### src/rtl/isodata_pkg.sv
// isodata_pkg
// Shared definitions for the ISODATA clustering datapath and its iteration
// scheduler: default problem-size constants, the scheduler state encoding
// and width helpers for point-index and iteration-count buses.
package isodata_pkg;

    // Default problem size shared with the assign/update datapath.
    localparam int unsigned ISODATA_N         = 5196; // points per iteration
    localparam int unsigned ISODATA_K         = 10;   // clusters
    localparam int unsigned ISODATA_Q         = 32;   // coordinate width (x1000)
    localparam int unsigned ISODATA_MAX_ITER  = 16;   // passes per run
    localparam int unsigned ISODATA_DRAIN_LAT = 4;    // assign pipeline drain

    typedef enum logic [2:0] {
        IDLE,
        CLEAR,
        STREAM,
        DRAIN,
        UPDATE,
        CHECK,
        DONE
    } state_t;

    // Width of an index that counts 0..n-1; never narrower than one bit.
    function automatic int unsigned idx_w(input int unsigned n);
        return (n <= 2) ? 1 : $clog2(n);
    endfunction

    // Width of a counter that must hold 0..m inclusive.
    function automatic int unsigned iter_w(input int unsigned m);
        return (m <= 1) ? 1 : $clog2(m + 1);
    endfunction

endpackage

### src/rtl/isodata_idx_counter.sv
// isodata_idx_counter
// Up-counter from 0 to LAST with synchronous clear and count enable. The
// count parks at LAST instead of wrapping, so the index never leaves range.
// Ports:
//   clk, rst : clock, synchronous active-high reset
//   clr      : synchronous clear to 0 (wins over en)
//   en       : advance by one when not already at LAST
//   count    : current value
//   tc       : terminal count, high while count == LAST
module isodata_idx_counter #(
    parameter int unsigned W    = 4,
    parameter int unsigned LAST = 15
) (
    input  logic         clk,
    input  logic         rst,
    input  logic         clr,
    input  logic         en,
    output logic [W-1:0] count,
    output logic         tc
);

    assign tc = (count == W'(LAST));

    always_ff @(posedge clk) begin
        if (rst || clr) begin
            count <= '0;
        end else if (en && !tc) begin
            count <= count + 1'b1;
        end
    end

endmodule

### src/rtl/isodata_iter_sched.sv
// isodata_iter_sched
// Iteration scheduler for the ISODATA datapath. Each pass clears the cluster
// accumulators, streams point indices 0..N-1 (valid/ready), waits DRAIN_LAT
// cycles for the assignment pipeline to empty, requests a centroid update
// and compares the returned max movement with the captured threshold. Runs
// stop on convergence or after MAX_ITER passes.
// Optional macro ISODATA_PERF_CNT_EN adds stall_cycles / run_cycles.
// Handshake: a point transfers in a cycle where pt_valid && pt_ready are both
//   high at the rising edge; pt_idx is held stable while pt_valid is high and
//   pt_ready is low. upd_req stays high until upd_ack is sampled high.
// Ports:
//   clk, rst          : clock, synchronous active-high reset
//   start, thresh     : run request (IDLE only) and convergence threshold
//   busy, done        : not-idle flag, one-cycle end-of-run pulse
//   converged         : last run stopped on threshold
//   iter_count        : completed passes of the current/last run
//   acc_clr           : one-cycle accumulator clear
//   pt_idx, pt_valid, pt_ready : point stream to the assignment engine
//   upd_req, upd_ack, delta_max : centroid update handshake and result
//   stall_cycles, run_cycles    : perf counters (macro builds only)
//   state_dbg         : current FSM state
module isodata_iter_sched
    import isodata_pkg::*;
#(
    parameter  int unsigned N         = ISODATA_N,
    parameter  int unsigned K         = ISODATA_K,
    parameter  int unsigned Q         = ISODATA_Q,
    parameter  int unsigned MAX_ITER  = ISODATA_MAX_ITER,
    parameter  int unsigned DRAIN_LAT = ISODATA_DRAIN_LAT,
    localparam int unsigned IW        = idx_w(N),
    localparam int unsigned CW        = iter_w(MAX_ITER),
    localparam int unsigned DW        = idx_w(DRAIN_LAT)
) (
    input  logic          clk,
    input  logic          rst,
    input  logic          start,
    input  logic [Q-1:0]  thresh,
    output logic          busy,
    output logic          done,
    output logic          converged,
    output logic [CW-1:0] iter_count,
    output logic          acc_clr,
    output logic [IW-1:0] pt_idx,
    output logic          pt_valid,
    input  logic          pt_ready,
    output logic          upd_req,
    input  logic          upd_ack,
    input  logic [Q-1:0]  delta_max,
`ifdef ISODATA_PERF_CNT_EN
    output logic [31:0]   stall_cycles,
    output logic [31:0]   run_cycles,
`endif
    output state_t        state_dbg
);

    // K only sizes the datapath; here it is just sanity-checked with the rest.
    if (K < 1 || MAX_ITER < 1 || DRAIN_LAT < 1) begin : g_bad_cfg
        $error("isodata_iter_sched: K, MAX_ITER and DRAIN_LAT must be >= 1");
    end

    state_t        state, state_next;
    logic [Q-1:0]  thresh_q;
    logic [Q-1:0]  delta_q;
    logic [CW-1:0] iter_inc;
    logic          pt_tc;
    logic          drain_tc;
    logic [DW-1:0] drain_cnt;
    logic          is_conv;

    assign iter_inc = iter_count + 1'b1;
    assign is_conv  = (delta_q <= thresh_q);

    // pt_idx is cleared on the edge that enters CLEAR so it already reads 0
    // during the CLEAR cycle.
    isodata_idx_counter #(.W(IW), .LAST(N - 1)) u_pt_cnt (
        .clk   (clk),
        .rst   (rst),
        .clr   (state_next == CLEAR),
        .en    ((state == STREAM) && pt_ready),
        .count (pt_idx),
        .tc    (pt_tc)
    );

    // Held at 0 outside DRAIN; tc marks the last of DRAIN_LAT cycles.
    isodata_idx_counter #(.W(DW), .LAST(DRAIN_LAT - 1)) u_drain_cnt (
        .clk   (clk),
        .rst   (rst),
        .clr   (state != DRAIN),
        .en    (state == DRAIN),
        .count (drain_cnt),
        .tc    (drain_tc)
    );

    always_comb begin
        state_next = state;
        case (state)
            IDLE:    if (start) state_next = CLEAR;
            CLEAR:   state_next = STREAM;
            STREAM:  if (pt_ready && pt_tc) state_next = DRAIN;
            DRAIN:   if (drain_tc) state_next = UPDATE;
            UPDATE:  if (upd_ack) state_next = CHECK;
            CHECK:   state_next = (is_conv || iter_inc == CW'(MAX_ITER)) ? DONE : CLEAR;
            DONE:    state_next = IDLE;
            default: state_next = IDLE;
        endcase
    end

    always_ff @(posedge clk) begin
        if (rst) begin
            state      <= IDLE;
            thresh_q   <= '0;
            delta_q    <= '0;
            iter_count <= '0;
            converged  <= 1'b0;
        end else begin
            state <= state_next;
            if (state == IDLE && start) begin
                thresh_q   <= thresh;
                iter_count <= '0;
                converged  <= 1'b0;
            end
            if (state == UPDATE && upd_ack) begin
                delta_q <= delta_max;
            end
            if (state == CHECK) begin
                iter_count <= iter_inc;
                if (is_conv) converged <= 1'b1;
            end
        end
    end

    assign busy      = (state != IDLE);
    assign done      = (state == DONE);
    assign acc_clr   = (state == CLEAR);
    assign pt_valid  = (state == STREAM);
    assign upd_req   = (state == UPDATE);
    assign state_dbg = state;

`ifdef ISODATA_PERF_CNT_EN
    // Both counters saturate; run_cycles covers CLEAR through DONE.
    always_ff @(posedge clk) begin
        if (rst || (state == IDLE && start)) begin
            stall_cycles <= '0;
            run_cycles   <= '0;
        end else begin
            if (state == STREAM && !pt_ready && stall_cycles != '1)
                stall_cycles <= stall_cycles + 1'b1;
            if (state != IDLE && run_cycles != '1)
                run_cycles <= run_cycles + 1'b1;
        end
    end
`endif

endmodule

### config.mk
export PLATFORM = sky130hd
export DESIGN_NAME = isodata_iter_sched
export DESIGN_NICKNAME = d
export VERILOG_FILES = /design/src/rtl/isodata_pkg.sv /design/src/rtl/isodata_idx_counter.sv /design/src/rtl/isodata_iter_sched.sv
export SDC_FILE = /design/constraint.sdc
export NUM_CORES = 1
export LEC_CHECK = 0
export CAP_MARGIN = 20
export CORE_ASPECT_RATIO = 1.4
export CORE_MARGIN = 2
export CORE_UTILIZATION = 55
export CTS_CLUSTER_SIZE = 12
export DETAILED_ROUTE_END_ITERATION = 8
export PLACE_DENSITY = 0.86
export SLEW_MARGIN = 20
export SYNTH_ARGS = -nofsm -noshare
export SYNTH_HDL_FRONTEND = slang
export SYNTH_SLANG_ARGS = --single-unit
### constraint.sdc
create_clock -name clk -period 3.5 [get_ports clk]
set_input_delay 0.875 -clock clk [delete_from_list [all_inputs] [get_ports clk]]
set_output_delay 0.875 -clock clk [all_outputs]
set_load 0.05 [all_outputs]
# --- Word-level counts from Yosys, hierarchy flattened ---
# Index checks and enable logic that the tools add are counted.
totals:
  register_bits: 88
  in_bits: 69
  output_inout_bits: 27
  elab_cells: 47
classes:
  add_sub_neg: 3
  magnitude_cmp: 1
  n_eq_ne: 11
  n_mux: 11
  n_reduce_logical: 14
ops:
  columns: ["operator", "n"]
  rows:
  - ["$le A32 B32 Y1", 1]
  - ["$pmux W3 S6", 1]
  - ["$mux W3", 5]
  - ["$add A13 B1 Y13 const B", 1]
  - ["$eq A13 B13 Y1 const B", 1]
  - ["$mux W5", 2]
  - ["$eq A3 B3 Y1 const B", 3]
  - ["$eq A3 B1 Y1 const B", 2]
  - ["$eq A3 B2 Y1 const B", 2]
  - ["$logic_and A1 B1 Y1", 6]
  - ["$add A5 B1 Y5 const B", 1]
  - ["$eq A5 B5 Y1 const B", 1]
  - ["$logic_not A3 Y1", 1]
  - ["$logic_or A1 B1 Y1", 3]
  - ["$mux W1", 3]
  - ["$ne A3 B2 Y1 const B", 1]
  - ["$reduce_bool A3 Y1", 1]
  - ["$add A2 B1 Y2 const B", 1]
  - ["$eq A2 B2 Y1 const B", 1]
  - ["$logic_not A1 Y1", 2]
  - ["$reduce_bool A2 Y1", 1]

# --- Logic depth before layout (Yosys ltp) ---
depth:
  word_depth: 7
  mapped_depth: 9
  ltp_nobuf: 8

# --- By module ---
# A second synthesis with hierarchy kept.
hier_totals:
  cells_unflattened: 561
  area_unflattened_um2: 4350.4
modules_own_cells:
  columns: ["module", "n_inst", "cells_each", "area_per_inst_um2"]
  rows:
  - ["isodata_iter_sched", 1, 471, 3539.6]
  - ["isodata_idx_counter (u_pt_cnt)", 1, 82, 705.7]
  - ["isodata_idx_counter (u_drain_cnt)", 1, 8, 105.1]

# --- Worst setup path after synthesis ---
# No wires, ideal clock.
synth_path:
  kind: "flip-flop to output port"
  start: "reg state[0] (netlist: state_dbg[0])"
  end: "out acc_clr"
  t_arrival_ns: 2.094
  required_time_ns: 2.625
  path_slack_ns: 0.531
  stages_incl_launch_ff: 3
  n_path_buf: 1
  path_cell_list: "dfxtp_1 > buf_2 > nor3b_1"
synth_between:
  elab_chain_cells: 1
synth_rtl:
  columns: ["item", "line_no", "source"]
  rows:
  - ["start: declaration", "isodata_iter_sched.sv:61", "state_t state, state_next;"]
  - ["start signal: assignment", "isodata_iter_sched.sv:116", "state <= state_next;"]
  - ["$eq A3 B1 Y1", "isodata_iter_sched.sv:134", "assign acc_clr = (state == CLEAR);"]
  - ["end: declaration", "isodata_iter_sched.sv:42", "output logic acc_clr,"]
# Every way passes these cells.

# --- Final worst setup path ---
layout_path:
  start: "reg state[2] (netlist: state_dbg[2])"
  end: "out upd_req"
layout_between:
  elab_chain_cells: 1
layout_rtl:
  columns: ["item", "line_no", "source"]
  rows:
  - ["$eq A3 B3 Y1", "isodata_iter_sched.sv:136", "assign upd_req = (state == UPDATE);"]
  - ["end: declaration", "isodata_iter_sched.sv:46", "output logic upd_req,"]
# Every way passes these cells.

==> key figures <==
Run status
  • Status: completed

Yosys
  • Synth top area share: 0.399
  • Seq/Total Area, Yosys: 0.399
  • Syn_nets: 652
  • Syn avg cell area: ~8.1 um^2
  • Most common cell in the netlist: nand2_1
  • Post-synthesis async set-or-reset flop share: 0
  • Post-synth EDFFs: 0
  • Synth unique cells: 51
  • Largest area contributor in the synthesized netlist: dfxtp_1
  • Most frequent cells after synthesis: nand2_1, dfxtp_1, a21oi_1, ha_1, inv_1
  • Synthesized cell area: 0.00442 mm^2
  • Ys Warns: 0
  • Top post-synthesis cells by area: dfxtp_1, nand2_1, ha_1
  • Synthesized flop and latch total: 88
  • Synth Flop Type: dfxtp_1
  • Synthesized instance count: 548

Layout
  • Layout cells sized above 1: 0.0741
  • Area grow syn2layout: 26.7%
  • Utilization after layout: 0.722
  • Total Nets Final: between 700 and 800
  • Post-Layout Inst Area: 0.00560 mm^2
  • Fin cells: approximately 730
  • # diodes: 0

Clocking
  • Postcts setup bufs: 0
  • Clk buf depth: 2
  • H-tree level count: 3
  • CTS Buf Count: 9
  • Post-CTS sizing: 0
  • Num Clock Sinks: ~90
  • Hold Buf Count CTS: 0
  • Clk root buf: clkbuf_8
  • TritonCTS clock tree: yes
  • Clock slew at reported path FFs: 0.08 ns
  • Clock latency on the worst-skew pair: 0.36 ns

Min path
  • Min-delay src: thresh_q[26]
  • Hold Crit Class: register to register
  • WHS Path Cells: 2
  • Hold EP: thresh_q[26]

Critical path
  • R2r endpoint: u_pt_cnt.count[2]
  • Setup Crit Path Kind: register to output pin
  • Reg2reg setup slack: 1.02 ns
  • WP data arrival: 1.99 ns
  • Max incr delay on CP: between 0.8 and 0.9 ns
  • Crit path max fanout: 15
  • Data required, critical path: 2.62 ns
  • FF-to-FF Start: thresh_q[1]
  • Worst setup SP type: register
  • Crit path depth: 2
  • CP max stage cell: clkdlybuf4s50_1
  • Buf/Inv on CP: 1
  • Nature of the critical path endpoint: output pin
  • CP Cell Sequence: and2_1 -> clkdlybuf4s50_1
  • Worst R2R Path Depth: 8
  • CP top delay family: buffers and inverters

Die
  • Starting density of the core: 0.570
  • Die width: roughly 80 um
  • Core ar.: around 0.0077 mm^2
  • Num ports: 96
  • Die footprint: 0.00877 mm^2
  • FP Rows: 38
  • Die Span Y: 110 um

Timing
  • TNS Setup: 0 ns
  • Relative max-transition margin: 0.454
  • Worst Slack Setup Final: roughly 0.63 ns
  • Max Slew Vio Count: 0
  • Final Cycle Share: 0.819
  • Hold_ws: 0.456 ns
  • Slew @ Worst Pin: about 0.82 ns
  • Final hold violations: 0
  • Post-route clock skew: 0.00867 ns
  • RSZ-0062 raised after global routing: false
  • Count of final setup violators: 0
  • Crit path time final: 2.87 ns
  • Achievable Freq: 349 MHz

Global routing
  • Global-route wire length before repair: 16400 um
  • Maximum number of pins on one net before global-route repair: 37
  • GRT Resource Usage Total: 0.237
  • Vias in the first global route: between 3000 and 4000
  • Antenna violations before repair: 0
  • Grt total ovfl: 0

Detailed routing
  • Drt wl/cell: 13.6 um
  • # DRC: 0
  • Vias/cell: 5.37
  • Detailed Route Iter0 Violations: 190
  • Final WL: 9990 um
  • 1st-pass router iterations: 4
  • DRT antenna net count: 0
  • Via count: roughly 3900

Power and ir drop
  • VDD IR max: around 0.24 mV
  • Static Leak: 2.05 nW
  • PD cells: 368 mW/mm^2
  • Power after layout: around 2.1 mW

Placed design
  • Routability cong.: 0.815
  • Pre-CTS WS: around 0.93 ns
  • Placed Cells incl. Taps: 719
  • PortBufs: 95
  • Post-DP Area: between 0.005 and 0.006 mm^2
  • Post-DP HPWL: 7310 um

Run
  • Max cap viols: 0
==> layout by cell type, fill, tap and decap left out, types with 2 or more instances in the layout <==
cell	n
mux2i_1	2
buf_4	6
o21ai_1	3
nand4_1	8
a21oi_1	82
dfxtp_1	88
a31oi_1	4
nand2_1	152
and2_1	4
a311oi_1	2
nand3_1	5
o211ai_2	2
clkbuf_8	10
o2bb2ai_1	2
nor2_1	16
nand4_2	2
and3_1	5
a21o_1	2
nor3_2	10
inv_1	35
nand2_2	2
xor2_1	3
ha_1	35
clkbuf_1	2
xnor2_1	10
nor2b_1	3
o21ai_0	6
nor4_4	2
clkdlybuf4s50_1	94
nor3_1	10
o21a_1	2
==> registers in the layout, summed over array words and instances, names as in the netlist <==
| name | cells |
|---|---|
| converged | 1 |
| delta_q | 32 |
| iter_count | 5 |
| state_dbg | 3 |
| thresh_q | 32 |
| u_drain_cnt.count | 2 |
| u_pt_cnt.count | 13 |
==> worst max-delay path by stage <==
stage	start	end	slack [ns]
final	state_dbg[2]	upd_req	0.63
after global routing	state_dbg[1]	pt_valid	0.52
after CTS	state_dbg[0]	acc_clr	0.62
after detailed placement	pt_ready	u_pt_cnt.count[7]	0.93
after global placement	pt_ready	u_pt_cnt.count[11]	1.03
after floorplan	state_dbg[0]	acc_clr	0.53
==> layer usage <==
metal / wire length, um / global-route usage
met1: 4060 / 0.272
met2: 5210 / 0.423
met3: 488 / 0.0269
met4: 241 / 0.138
met5: 0 / 0
==> tightest hold or removal path, stage by stage (launching register included) <==
cell,delay [ns]
dfxtp_1,0.31
nand2_1,0.05
a21oi_1,0.05
==> where the power goes <==
group	internal [mW]	total [mW]	leakage, nW	switching [mW]
Combinational	0.149	0.324	1.25	0.175
Sequential	1.03	1.05	0.714	0.0196
Clock	0.345	0.685	0.0925	0.340
Total	1.52	2.06	2.05	0.535
==> logic make-up (layout without fill, tap and decap cells) <==
family,count (synthesis),count (layout),synth area share
xor gates and xnor gates,13,13,0.0258
buffers and inverters,65,151,0.0578
AOI/OAI and AO/OA,115,115,0.160
DFF,88,88,0.399
and+or+nand+nor,229,229,0.252
adders and majority gates,35,35,0.0992
muxes,3,3,0.00708
==> area by class of cell <==
| type | instances | area (um^2) |
|---|---|---|
| inverter | 35 | 131 |
| fill | 600 | 2150 |
| tap | 100 | 125 |
| timing repair buffer | 101 | 991 |
| clock buffer | 12 | 145 |
| multi-input combinational | 395 | 2400 |
| sequential | 88 | 1760 |
| clock inverter | 3 | 42.5 |
No activity file was read; power rests on OpenSTA's default activity.
